==> src/rtl/useq_pkg.sv <==
// Shared definitions for the micro-sequencer: next-address encodings,
// control-word field positions and condition bit indices.
package useq_pkg;

  typedef enum logic [2:0] {
    NEXT_INC  = 3'b000,
    NEXT_JMP  = 3'b001,
    NEXT_DISP = 3'b010,
    NEXT_CBR  = 3'b011,
    NEXT_2WAY = 3'b100,
    NEXT_WAIT = 3'b101,
    NEXT_CALL = 3'b110,
    NEXT_RET  = 3'b111
  } next_e;

  localparam int N_LSB   = 55;
  localparam int INV_BIT = 54;
  localparam int S_LSB   = 50;
  localparam int CRB_LSB = 42;
  localparam int CRA_LSB = 34;
  localparam int CTRL_W  = 34;

  localparam int MOC       = 0;
  localparam int COND_PASS = 1;

  typedef struct packed {
    next_e             n;
    logic              inv;
    logic [2:0]        s;
    logic [7:0]        crb;
    logic [7:0]        cra;
    logic [CTRL_W-1:0] ctrl;
  } uword_t;

  function automatic uword_t decode(input logic [63:0] w);
    uword_t u;
    u.n    = next_e'(w[N_LSB +: 3]);
    u.inv  = w[INV_BIT];
    u.s    = w[S_LSB +: 3];
    u.crb  = w[CRB_LSB +: 8];
    u.cra  = w[CRA_LSB +: 8];
    u.ctrl = w[CTRL_W-1:0];
    return u;
  endfunction

endpackage

==> src/rtl/useq_stack.sv <==
// Return-address stack for microcode call/return.
// Overflowing pushes are dropped, empty pops leave sp alone; both set err.
module useq_stack
  import useq_pkg::*;
#(
  parameter int DEPTH = 4
) (
  input  logic       clk,
  input  logic       reset_n,
  input  logic       push,
  input  logic       pop,
  input  logic [7:0] push_data,
  output logic [7:0] top_data,
  output logic       empty,
  output logic       err
);

  localparam int PW = $clog2(DEPTH + 1);
  localparam int AW = (DEPTH > 1) ? $clog2(DEPTH) : 1;

  logic [PW-1:0] sp_q, sp_d;
  logic [7:0]    mem_q [DEPTH];
  logic [7:0]    mem_d [DEPTH];
  logic          err_q, err_d;
  logic          full;
  logic [AW-1:0] wr_idx, rd_idx;

  always_comb begin
    full   = (sp_q == PW'(DEPTH));
    empty  = (sp_q == '0);
    wr_idx = AW'(sp_q);
    rd_idx = AW'(sp_q - PW'(1));
    sp_d   = sp_q;
    mem_d  = mem_q;
    err_d  = err_q;
    if (push) begin
      if (full) begin
        err_d = 1'b1;
      end else begin
        mem_d[wr_idx] = push_data;
        sp_d          = sp_q + PW'(1);
      end
    end else if (pop) begin
      if (empty) err_d = 1'b1;
      else       sp_d  = sp_q - PW'(1);
    end
  end

  assign top_data = mem_q[rd_idx];
  assign err      = err_q;

  always_ff @(posedge clk or negedge reset_n) begin
    if (!reset_n) begin
      sp_q  <= '0;
      err_q <= 1'b0;
      for (int i = 0; i < DEPTH; i++) mem_q[i] <= '0;
    end else begin
      sp_q  <= sp_d;
      err_q <= err_d;
      mem_q <= mem_d;
    end
  end

endmodule

==> src/rtl/micro_sequencer.sv <==
// Microprogram sequencer: combinational next-address select, registered ctrl.
// Define USEQ_SUBROUTINE_EN to add call/return through useq_stack.
module micro_sequencer
  import useq_pkg::*;
#(
  parameter logic [7:0] RESET_ADDR  = 8'd0,
  parameter int         STACK_DEPTH = 4
) (
  input  logic              clk,
  input  logic              reset_n,
  output logic [7:0]        rom_addr,
  input  logic [63:0]       rom_word,
  input  logic [7:0]        dispatch_addr,
  input  logic [7:0]        cond,
  input  logic              stall,
  output logic [CTRL_W-1:0] ctrl,
  output logic              ctrl_valid,
  output logic              stack_err
);

  logic [7:0]        rom_addr_q, rom_addr_d;
  logic [CTRL_W-1:0] ctrl_q, ctrl_d;
  logic              ctrl_valid_q, ctrl_valid_d;
  logic [7:0]        next_addr, inc;
  logic              c;
  uword_t            w;

  wire unused_bits  = ^{rom_word[63:58], rom_word[53]};
  wire unused_depth = (STACK_DEPTH > 0);

`ifdef USEQ_SUBROUTINE_EN
  logic       push, pop, stk_empty, stk_err;
  logic [7:0] stk_top;

  useq_stack #(
    .DEPTH(STACK_DEPTH)
  ) u_stack (
    .clk      (clk),
    .reset_n  (reset_n),
    .push     (push),
    .pop      (pop),
    .push_data(inc),
    .top_data (stk_top),
    .empty    (stk_empty),
    .err      (stk_err)
  );

  assign stack_err = stk_err;
`else
  assign stack_err = 1'b0;
`endif

  always_comb begin
    w         = decode(rom_word);
    inc       = rom_addr_q + 8'd1;
    c         = cond[w.s] ^ w.inv;
    next_addr = RESET_ADDR;
`ifdef USEQ_SUBROUTINE_EN
    push      = 1'b0;
    pop       = 1'b0;
`endif
    unique case (w.n)
      NEXT_INC:  next_addr = inc;
      NEXT_JMP:  next_addr = w.cra;
      NEXT_DISP: next_addr = dispatch_addr;
      NEXT_CBR:  next_addr = c ? w.cra : inc;
      NEXT_2WAY: next_addr = c ? w.cra : w.crb;
      NEXT_WAIT: next_addr = c ? inc : rom_addr_q;
`ifdef USEQ_SUBROUTINE_EN
      NEXT_CALL: begin
        push      = !stall;
        next_addr = w.cra;
      end
      NEXT_RET: begin
        pop       = !stall;
        next_addr = stk_empty ? RESET_ADDR : stk_top;
      end
`else
      NEXT_CALL: next_addr = RESET_ADDR;
      NEXT_RET:  next_addr = RESET_ADDR;
`endif
    endcase
  end

  always_comb begin
    rom_addr_d   = stall ? rom_addr_q : next_addr;
    ctrl_d       = stall ? ctrl_q : w.ctrl;
    ctrl_valid_d = stall ? ctrl_valid_q : 1'b1;
  end

  always_ff @(posedge clk or negedge reset_n) begin
    if (!reset_n) begin
      rom_addr_q   <= RESET_ADDR;
      ctrl_q       <= '0;
      ctrl_valid_q <= 1'b0;
    end else begin
      rom_addr_q   <= rom_addr_d;
      ctrl_q       <= ctrl_d;
      ctrl_valid_q <= ctrl_valid_d;
    end
  end

  assign rom_addr   = rom_addr_q;
  assign ctrl       = ctrl_q;
  assign ctrl_valid = ctrl_valid_q;

endmodule

==> config.mk <==
export PLATFORM = sky130hd
export DESIGN_NAME = micro_sequencer
export DESIGN_NICKNAME = d
export VERILOG_FILES = /design/src/rtl/useq_pkg.sv /design/src/rtl/useq_stack.sv /design/src/rtl/micro_sequencer.sv
export SDC_FILE = /design/constraint.sdc
export NUM_CORES = 1
export LEC_CHECK = 0
export CORE_MARGIN = 2
export CORE_UTILIZATION = 41
export CTS_BUF_LIST = sky130_fd_sc_hd__clkbuf_2 sky130_fd_sc_hd__clkbuf_4 sky130_fd_sc_hd__clkbuf_8
export CTS_CLUSTER_DIAMETER = 30
export CTS_CLUSTER_SIZE = 40
export DETAILED_ROUTE_END_ITERATION = 12
export PLACE_DENSITY = 0.94
export SLEW_MARGIN = 15
export SYNTH_ARGS = -nofsm -noshare
export SYNTH_HDL_FRONTEND = slang
export SYNTH_SLANG_ARGS = --single-unit
==> constraint.sdc <==
create_clock -name clk -period 2.32 [get_ports clk]
set_input_delay 0.696 -clock clk [delete_from_list [all_inputs] [get_ports clk]]
set_output_delay 0.696 -clock clk [all_outputs]
set_load 0.02 [all_outputs]
==> results of run 1 <==
[metrics by stage]
stage | hold WS (ps) | total power, uW | TNS, ps
2_1_floorplan | 400 | 1310 | 0
3_5_place_dp | 452 | 1740 | -4110
6_report | 466 | 2200 | 0
3_3_place_gp | 449 | 1710 | -3710
4_1_cts | 475 | 2220 | 0
5_1_grt | 493 | 2320 | 0
[area by class of cell]
class                      count  area (um2)
sequential                    43        1080
timing repair buffer         151        1410
clock inverter                 3        15.0
inverter                       7        26.3
clock buffer                   5        68.8
tap                           75        93.8
multi-input combinational    163        1330
fill                         444        1820
[report_power, final]
part	internal, uW	leakage, uW	total (uW)	switching (uW)
logic	476	0.00115	840	364
clock network	206	0.0000477	452	245
registers	835	0.000504	913	78.3
[layer usage]
layer,wire [um],global-route usage
met2,3700,0.370
met1,2640,0.240
met5,0,0
met4,15,0.0305
met3,457,0.0549
[critical path, delay by kind of cell]
kind	cells	cell delay, ps
and+or+nand+nor	1	110
AOI/OAI and AO/OA	3	530
muxes	2	480
buffers and inverters	2	410
xor gates and xnor gates	1	160
[sequential cells by signal, indices dropped and copies added (netlist names)]
signal and flops:
ctrl 34, ctrl_valid 1, rom_addr 8
[synthesized netlist by cell type, types with 3 or more instances]
| library cell | count | area share |
|---|---|---|
| a21oi_1 | 6 | 0.012 |
| and3_1 | 4 | 0.010 |
| clkbuf_1 | 5 | 0.0076 |
| dfrtp_1 | 43 | 0.44 |
| inv_1 | 7 | 0.011 |
| mux2_2 | 35 | 0.16 |
| mux2i_1 | 11 | 0.045 |
| nand2_1 | 11 | 0.017 |
| nand2b_1 | 10 | 0.025 |
| nand3_1 | 5 | 0.010 |
| nor2_1 | 13 | 0.020 |
| nor2b_1 | 3 | 0.0076 |
| o211ai_1 | 6 | 0.018 |
| o21ai_0 | 14 | 0.028 |
| xnor2_1 | 5 | 0.018 |
[path summary, 6_finish.rpt]
path | start | endpoint | slack, ps | depth (start not counted)
min in group clk | ctrl_valid | ctrl_valid | 470 | 1
hold / removal | reset_n | ctrl[20] | 470 | 2
max in group asynchronous | reset_n | ctrl[26] | 1490 | 2
setup reg to reg | rom_addr[0] | rom_addr[4] | 490 | 7
setup / recovery | cond[6] | rom_addr[1] | 100 | 9
hold reg to reg | ctrl_valid | ctrl_valid | 470 | 1
[kinds of logic after synthesis]
group | Yosys count | synth area share
adder cells (fa/ha/maj) | 1 | 0.00508
AO/OA/AOI/OAI | 49 | 0.146
other | 1 | 0.00152
multiplexers | 48 | 0.217
flip-flops | 43 | 0.437
buffers and inverters | 19 | 0.0376
XOR/XNOR | 8 | 0.0391
AND/OR/NAND/NOR | 56 | 0.118
[what timing repair did]
action,in CTS,in global routing
pin swaps,7,7
setup endpoints to repair,8,7
gates resized for setup,18,9
setup buffers,3,2
hold buffers,0,0
==> run summary, run 1 <==
The critical path goes through dlygate4sd2_1, mux2_4, a2bb2oi_4, nand2_4, xnor2_4, buf_6, mux2i_1, o221ai_1, a22o_1. The via count of the first global-routing pass was 2379; the sequential area share after synthesis was 0.437. The tightest min-delay check is of the input pin to asynchronous set/reset pin type. At the end of routability-driven placement, the weighted congestion stood at 0.893. The clock net in this run drives a total of 43 sinks.

The ratio of total power to cell area was 547 nW/um2. For the number of rows created at floorplan, the log shows 28. The number of slew-limit violations in the final report came out at 0. In this run, synthesis inferred 0 flip-flops with an integrated enable. The width of the chip came out at 81.5 um. The proportion of layout cells with a drive suffix above 1 is 0.255.

Number of DRC markers after the initial detailed-route iteration: 116. Between clock sinks in the finished design, the worst skew comes to 4.14 ps. No sink is reached through more buffers than the 2 on the longest clock path. The run finished with clean final reports.

The first TritonRoute pass finished after 4 iterations. Part of the cycle the worst path needs: 0.957. Placed instance area: 3880 um2. The slowest library cell on the worst path is mux2_4. TritonCTS built the clock tree. After detailed routing, the number of remaining DRC violations is 0.

In this run the vertical extent of the chip is 81.5 um. The library cell used most frequently in the layout, excluding fill and tap cells, is clkdlybuf4s50_1. 127 I/O pins were placed. The run gives 0.688 as the final design utilization. Derived from the worst setup path, the maximum achievable clock frequency is 0.450 GHz.

The number of vias per cell was 5.22. The tool flagged a number of max-cap violations equal to 0. The HPWL after detailed placement is 5.29 mm. Setup repair after global routing left no endpoint under its margin. The worst setup path is launched from an input pin.

For the worst endpoint required time, the log shows 2490 ps. STA puts the critical path data arrival time at 2390 ps. The critical path in this run is classified as input pin to register. The slew of the pin with the lowest slew margin came out at 529 ps. The floorplan core area was 5850 um2; the static leakage was 0.00170 uW. During synthesis, Yosys emitted a total of 0 warnings. The floorplan step defined a die boundary enclosing 6650 um2. From synthesis to final layout, the design area changed by 63.4%.

Summing over every cut layer, the via total after detailed routing is 2332. Each instance of the synthesized netlist takes up on average 11.0 um2. The tools report the clock latency at the later pin of the worst-skew pair as 280 ps.

The logs give 0 for the antenna violation net count after detailed routing and 0 for the total congestion overflow. Setup violations remaining at the end of the flow were counted as 0. The post-placement setup slack is -604 ps, and the final cell count without fillers is 447.

The relative max-transition margin was 0.648. The number of antenna violations at the first check in global routing is 0, and the register clock-pin slew on the reported worst setup and hold paths is 80 ps. The total track usage came out at 0.202. The setup slack of the critical path after layout was 98.9 ps. The synthesized design contains 43 register bits. The top flip-flop cell by instance count after synthesis is dfrtp_1. The root buffer cell chosen for the clock tree is clkbuf_8. Synthesized instance count: 225. The H-tree level count is 2. The minimum clock period after layout came out at 2220 ps. In the final routed layout, each cell accounts on average for 15.2 um. The worst setup path is captured at a register. The async set or reset register ratio after synthesis was 1.00; the number of nets in the finished design was 455. The tools report the worst ir drop on vdd as 0.408 mV. Yosys mapped the design onto 50 distinct sky130hd cell types.

The biggest cell delay along the critical path was 280 ps; the quantity of I/O buffers inserted on ports was 118. The post-synthesis net count was 309; the largest net degree at the start of global routing was 44. Wires add up to 6.81 mm.

The logs give 0.421 for the starting density of the core and 435 for the number of instances in the placed design. Final count of hold timing violations: 0. The logs give 4030 um2 for the area of all placed cells without fillers and 0 for the number of antenna diodes. In this run the cell area of the synthesized design comes to 2460 um2. Along the worst path, the maximum fanout reaches 7. The first global-routing pass estimated 10.5 mm of wire.

In the layout the commonest cells are 105 x clkdlybuf4s50_1, 43 x dfrtp_1, 35 x mux2_2. Number of buffers created by CTS: 5.
Power figures use the tool's default switching activity.
==> inputs of run 2 (changes only) <==
--- a/config.mk
+++ b/config.mk
@@ -6,12 +6,12 @@
 export NUM_CORES = 1
 export LEC_CHECK = 0
 export CORE_MARGIN = 2
-export CORE_UTILIZATION = 41
+export CORE_UTILIZATION = 38
 export CTS_BUF_LIST = sky130_fd_sc_hd__clkbuf_2 sky130_fd_sc_hd__clkbuf_4 sky130_fd_sc_hd__clkbuf_8
 export CTS_CLUSTER_DIAMETER = 30
 export CTS_CLUSTER_SIZE = 40
 export DETAILED_ROUTE_END_ITERATION = 12
-export PLACE_DENSITY = 0.94
+export PLACE_DENSITY = 0.89
 export SLEW_MARGIN = 15
 export SYNTH_ARGS = -nofsm -noshare
 export SYNTH_HDL_FRONTEND = slang
==> run 2 against run 1 <==
Compared with the run above:
- sequential share of layout area is 0.61 points lower
- routed wire length up 0.94%
- final cell count increased by 1.3%
- count of clock-buffer cells in the layout grew 1
- first-iteration DRC count fell by 24%
- clock skew decreased by 1.7 ps
- highest routed layer unchanged
- maximum frequency is 2.2% lower
- critical path type unchanged
- power is 12% higher
- register-to-register slack lost 30 ps
- via count shrank 1.1%
==> run summary, run 2 (same netlist as run 1, synthesis figures left out) <==
The clock latency at the later pin of the worst-skew pair is 280 ps (about the same). For the setup violation total in the final timing report, the log shows 0 (unchanged). The minimum clock period after layout is 2270 ps (was 2220 ps). The highest attainable clock frequency was 0.440 GHz (was 0.450 GHz). Most common cell after layout, fill and taps aside: clkdlybuf4s50_1 (unchanged). The source of the critical timing path was cond[6] (unchanged). Width of the chip: 84.5 um (was 81.5 um). Setup repair after global routing could not meet its margin everywhere. The count of maximum capacitance violations is 0 (unchanged).

The run gives 2307 (was 2332) as the count of vias placed by the detailed router. The launch instance of the worst register-to-register path was rom_addr[0] (unchanged). The worst endpoint required time came out at 2500 ps (was 2490 ps). Destination of the worst register-to-register timing path: rom_addr[6] (was rom_addr[4]). The data arrival time of the critical path is 2450 ps (was 2390 ps), and the antenna violation net count after detailed routing is 0 (unchanged). The worst-path maximum fanout is 6 (was 7), and the final design utilization is 0.653 (was 0.688).

The chip height was 84.5 um (was 81.5 um). The kind of launch point of the worst setup path is an input pin (unchanged). Number of cells on the worst reg-to-reg path: 8 (was 7).

The nature of the critical path endpoint was a register (unchanged). The starting density of the core came out at 0.390 (was 0.421). The tools report the post-cts hold buffer count as 0 (unchanged).

The clock skew after layout is 2.40 ps (was 4.14 ps), and the relative max-transition margin is 0.638 (was 0.648). The tools report the number of clock sinks as 43 (unchanged). Number of DRC violations after detailed routing: 0 (unchanged).

Via count of the first global-routing pass: 2449 (was 2379). For the number of antenna violations at the first check in global routing, the log shows 0 (unchanged). The run gives 0 (unchanged) as the final count of hold timing violations.

The number of DRC markers after the initial detailed-route iteration is 88 (was 116). TritonCTS built the clock tree. Maximum clock path buffer count: 2 (unchanged).

For the routed wire length, the log shows 6.88 mm (was 6.81 mm). The logs give 0 ps (unchanged) for the accumulated negative setup slack and 0.190 (was 0.202) for the total track usage. The die footprint is 7150 um2 (was 6650 um2), and the number of flip-flops under the largest register name is 34 (unchanged). The average wire per cell in the routed design was 15.2 um (about the same); the number of buffers created by CTS was 5 (unchanged). The floorplan core area was 6310 um2 (was 5850 um2); the number of optimization iterations in the first detailed-route pass was 4 (unchanged). The worst hold slack was 473 ps (was 466 ps). The run gives 460 ps (was 490 ps) as the flop-to-flop setup slack. The proportion of layout cells with a drive suffix above 1 is 0.263 (was 0.255).

The tools report the total power of the final layout as 2460 uW (was 2200 uW). The part of the cycle the worst path needs was 0.979 (was 0.957). The flow ran to the end, and the final reports show no timing, DRC or antenna violations. The tools report the static leakage as 0.00174 uW (was 0.00170 uW). The tools report the routability-driven placement congestion ratio as 0.887 (was 0.893).

The number of vias per cell is 5.09 (was 5.22). The largest net degree at the start of global routing is 44 (unchanged). For the number of ports placed on the die boundary, the log shows 127 (unchanged). Class of the tightest hold or removal check: input pin to asynchronous set/reset pin (unchanged).

The register clock-pin slew on the reported worst setup and hold paths works out to 80 ps (about the same). The number of rows created at floorplan was 29 (was 28); the number of slew-limit violations in the final report was 0 (unchanged). For the number of antenna diodes, the log shows 0 (unchanged). Ratio of total power to cell area: 597 nW/um2 (was 547 nW/um2). The master cell of the clock root buffer was clkbuf_8 (unchanged). The quantity of I/O buffers inserted on ports is 118 (unchanged). The worst ir drop on vdd came out at 0.542 mV (was 0.408 mV). Slew of the pin with the lowest slew margin: 543 ps (was 529 ps). Number of nets in the finished design: 459 (was 455). The total congestion overflow is 0 (unchanged), and the area growth from synthesis to final layout is 67.2% (was 63.4%).

Startpoint-to-endpoint class of the critical path: input pin to register (unchanged). The H-tree level count was 2 (unchanged). The number of filler cells placed in the layout is 534 (was 444). The logs give 5.29 mm (about the same) for the detailed placement HPWL and 11.1 mm (was 10.5 mm) for the wire length of the first global-routing pass. Most used cells in the layout excluding fill and tap cells: 105 x clkdlybuf4s50_1, 43 x dfrtp_1, 35 x mux2_2 (unchanged).
-- run 2: metal layers --
layer	share of wire	wire, um	global-route usage
met1	0.41	2820	0.227
met2	0.53	3670	0.352
met3	0.054	373	0.0442
met4	0.0028	19	0.0289
met5	0	0	0
-- run 2: how the worst max path moves through the flow --
stage / end / slack [ps] / cells after the start
detailed placement: rom_addr[1] / -610 / 10
CTS: rom_addr[1] / 10 / 10
floorplan: rom_addr[4] / 90 / 8
finish: rom_addr[1] / 50 / 10
global placement: rom_addr[0] / -520 / 10
global route: rom_addr[1] / -40 / 9
-- run 2: report_power, final --
part           internal, uW  leakage, uW  switching (uW)
clock network           442    0.0000688             247
logic                   487      0.00117             370
registers               835     0.000504            77.7
-- run 2: cell type report --
cell class | count | area [um2] | area share
repair buffers | 155 | 1440 | 0.350
multi-input cells | 163 | 1340 | 0.326
flip-flops and latches | 43 | 1080 | 0.261
well taps | 77 | 96.3 | 0.0234
clock buffers | 6 | 76.3 | 0.0185
clock inverters | 2 | 60.1 | 0.0146
inverters | 7 | 26.3 | 0.00638
-- run 2: repair_timing --
| action | in CTS | in global routing |
|---|---|---|
| resized for setup | 18 | 8 |
| setup endpoints to repair | 8 | 7 |
| pin swaps | 6 | 5 |
| setup buffers | 4 | 2 |
-- run 2: critical path, cell delays in order --
cell and delay [ps]:
dlygate4sd2_1 230, mux2_4 280, a2bb2oi_4 180, nand2_4 100, buf_4 120, xor2_2 140, buf_6 140, mux2i_1 190
o221ai_1 160, a22o_1 200
-- run 2: stage by stage --
stage	worst slack, ps	cells	cell area, um2
after global routing	-39.4	453	4120
after detailed placement	-610	439	3900
after floorplan	93.2	225	2460
final	48.9	453	4120
after global placement	-523	439	3900
after CTS	10.8	451	4090
==> inputs of run 3 (changes only) <==
--- a/config.mk
+++ b/config.mk
@@ -5,6 +5,7 @@
 export SDC_FILE = /design/constraint.sdc
 export NUM_CORES = 1
 export LEC_CHECK = 0
+export CAP_MARGIN = 20
 export CORE_MARGIN = 2
 export CORE_UTILIZATION = 38
 export CTS_BUF_LIST = sky130_fd_sc_hd__clkbuf_2 sky130_fd_sc_hd__clkbuf_4 sky130_fd_sc_hd__clkbuf_8
==> results of run 3 <==
No change in the layout: final DEF, timing and power equal those of run 2.
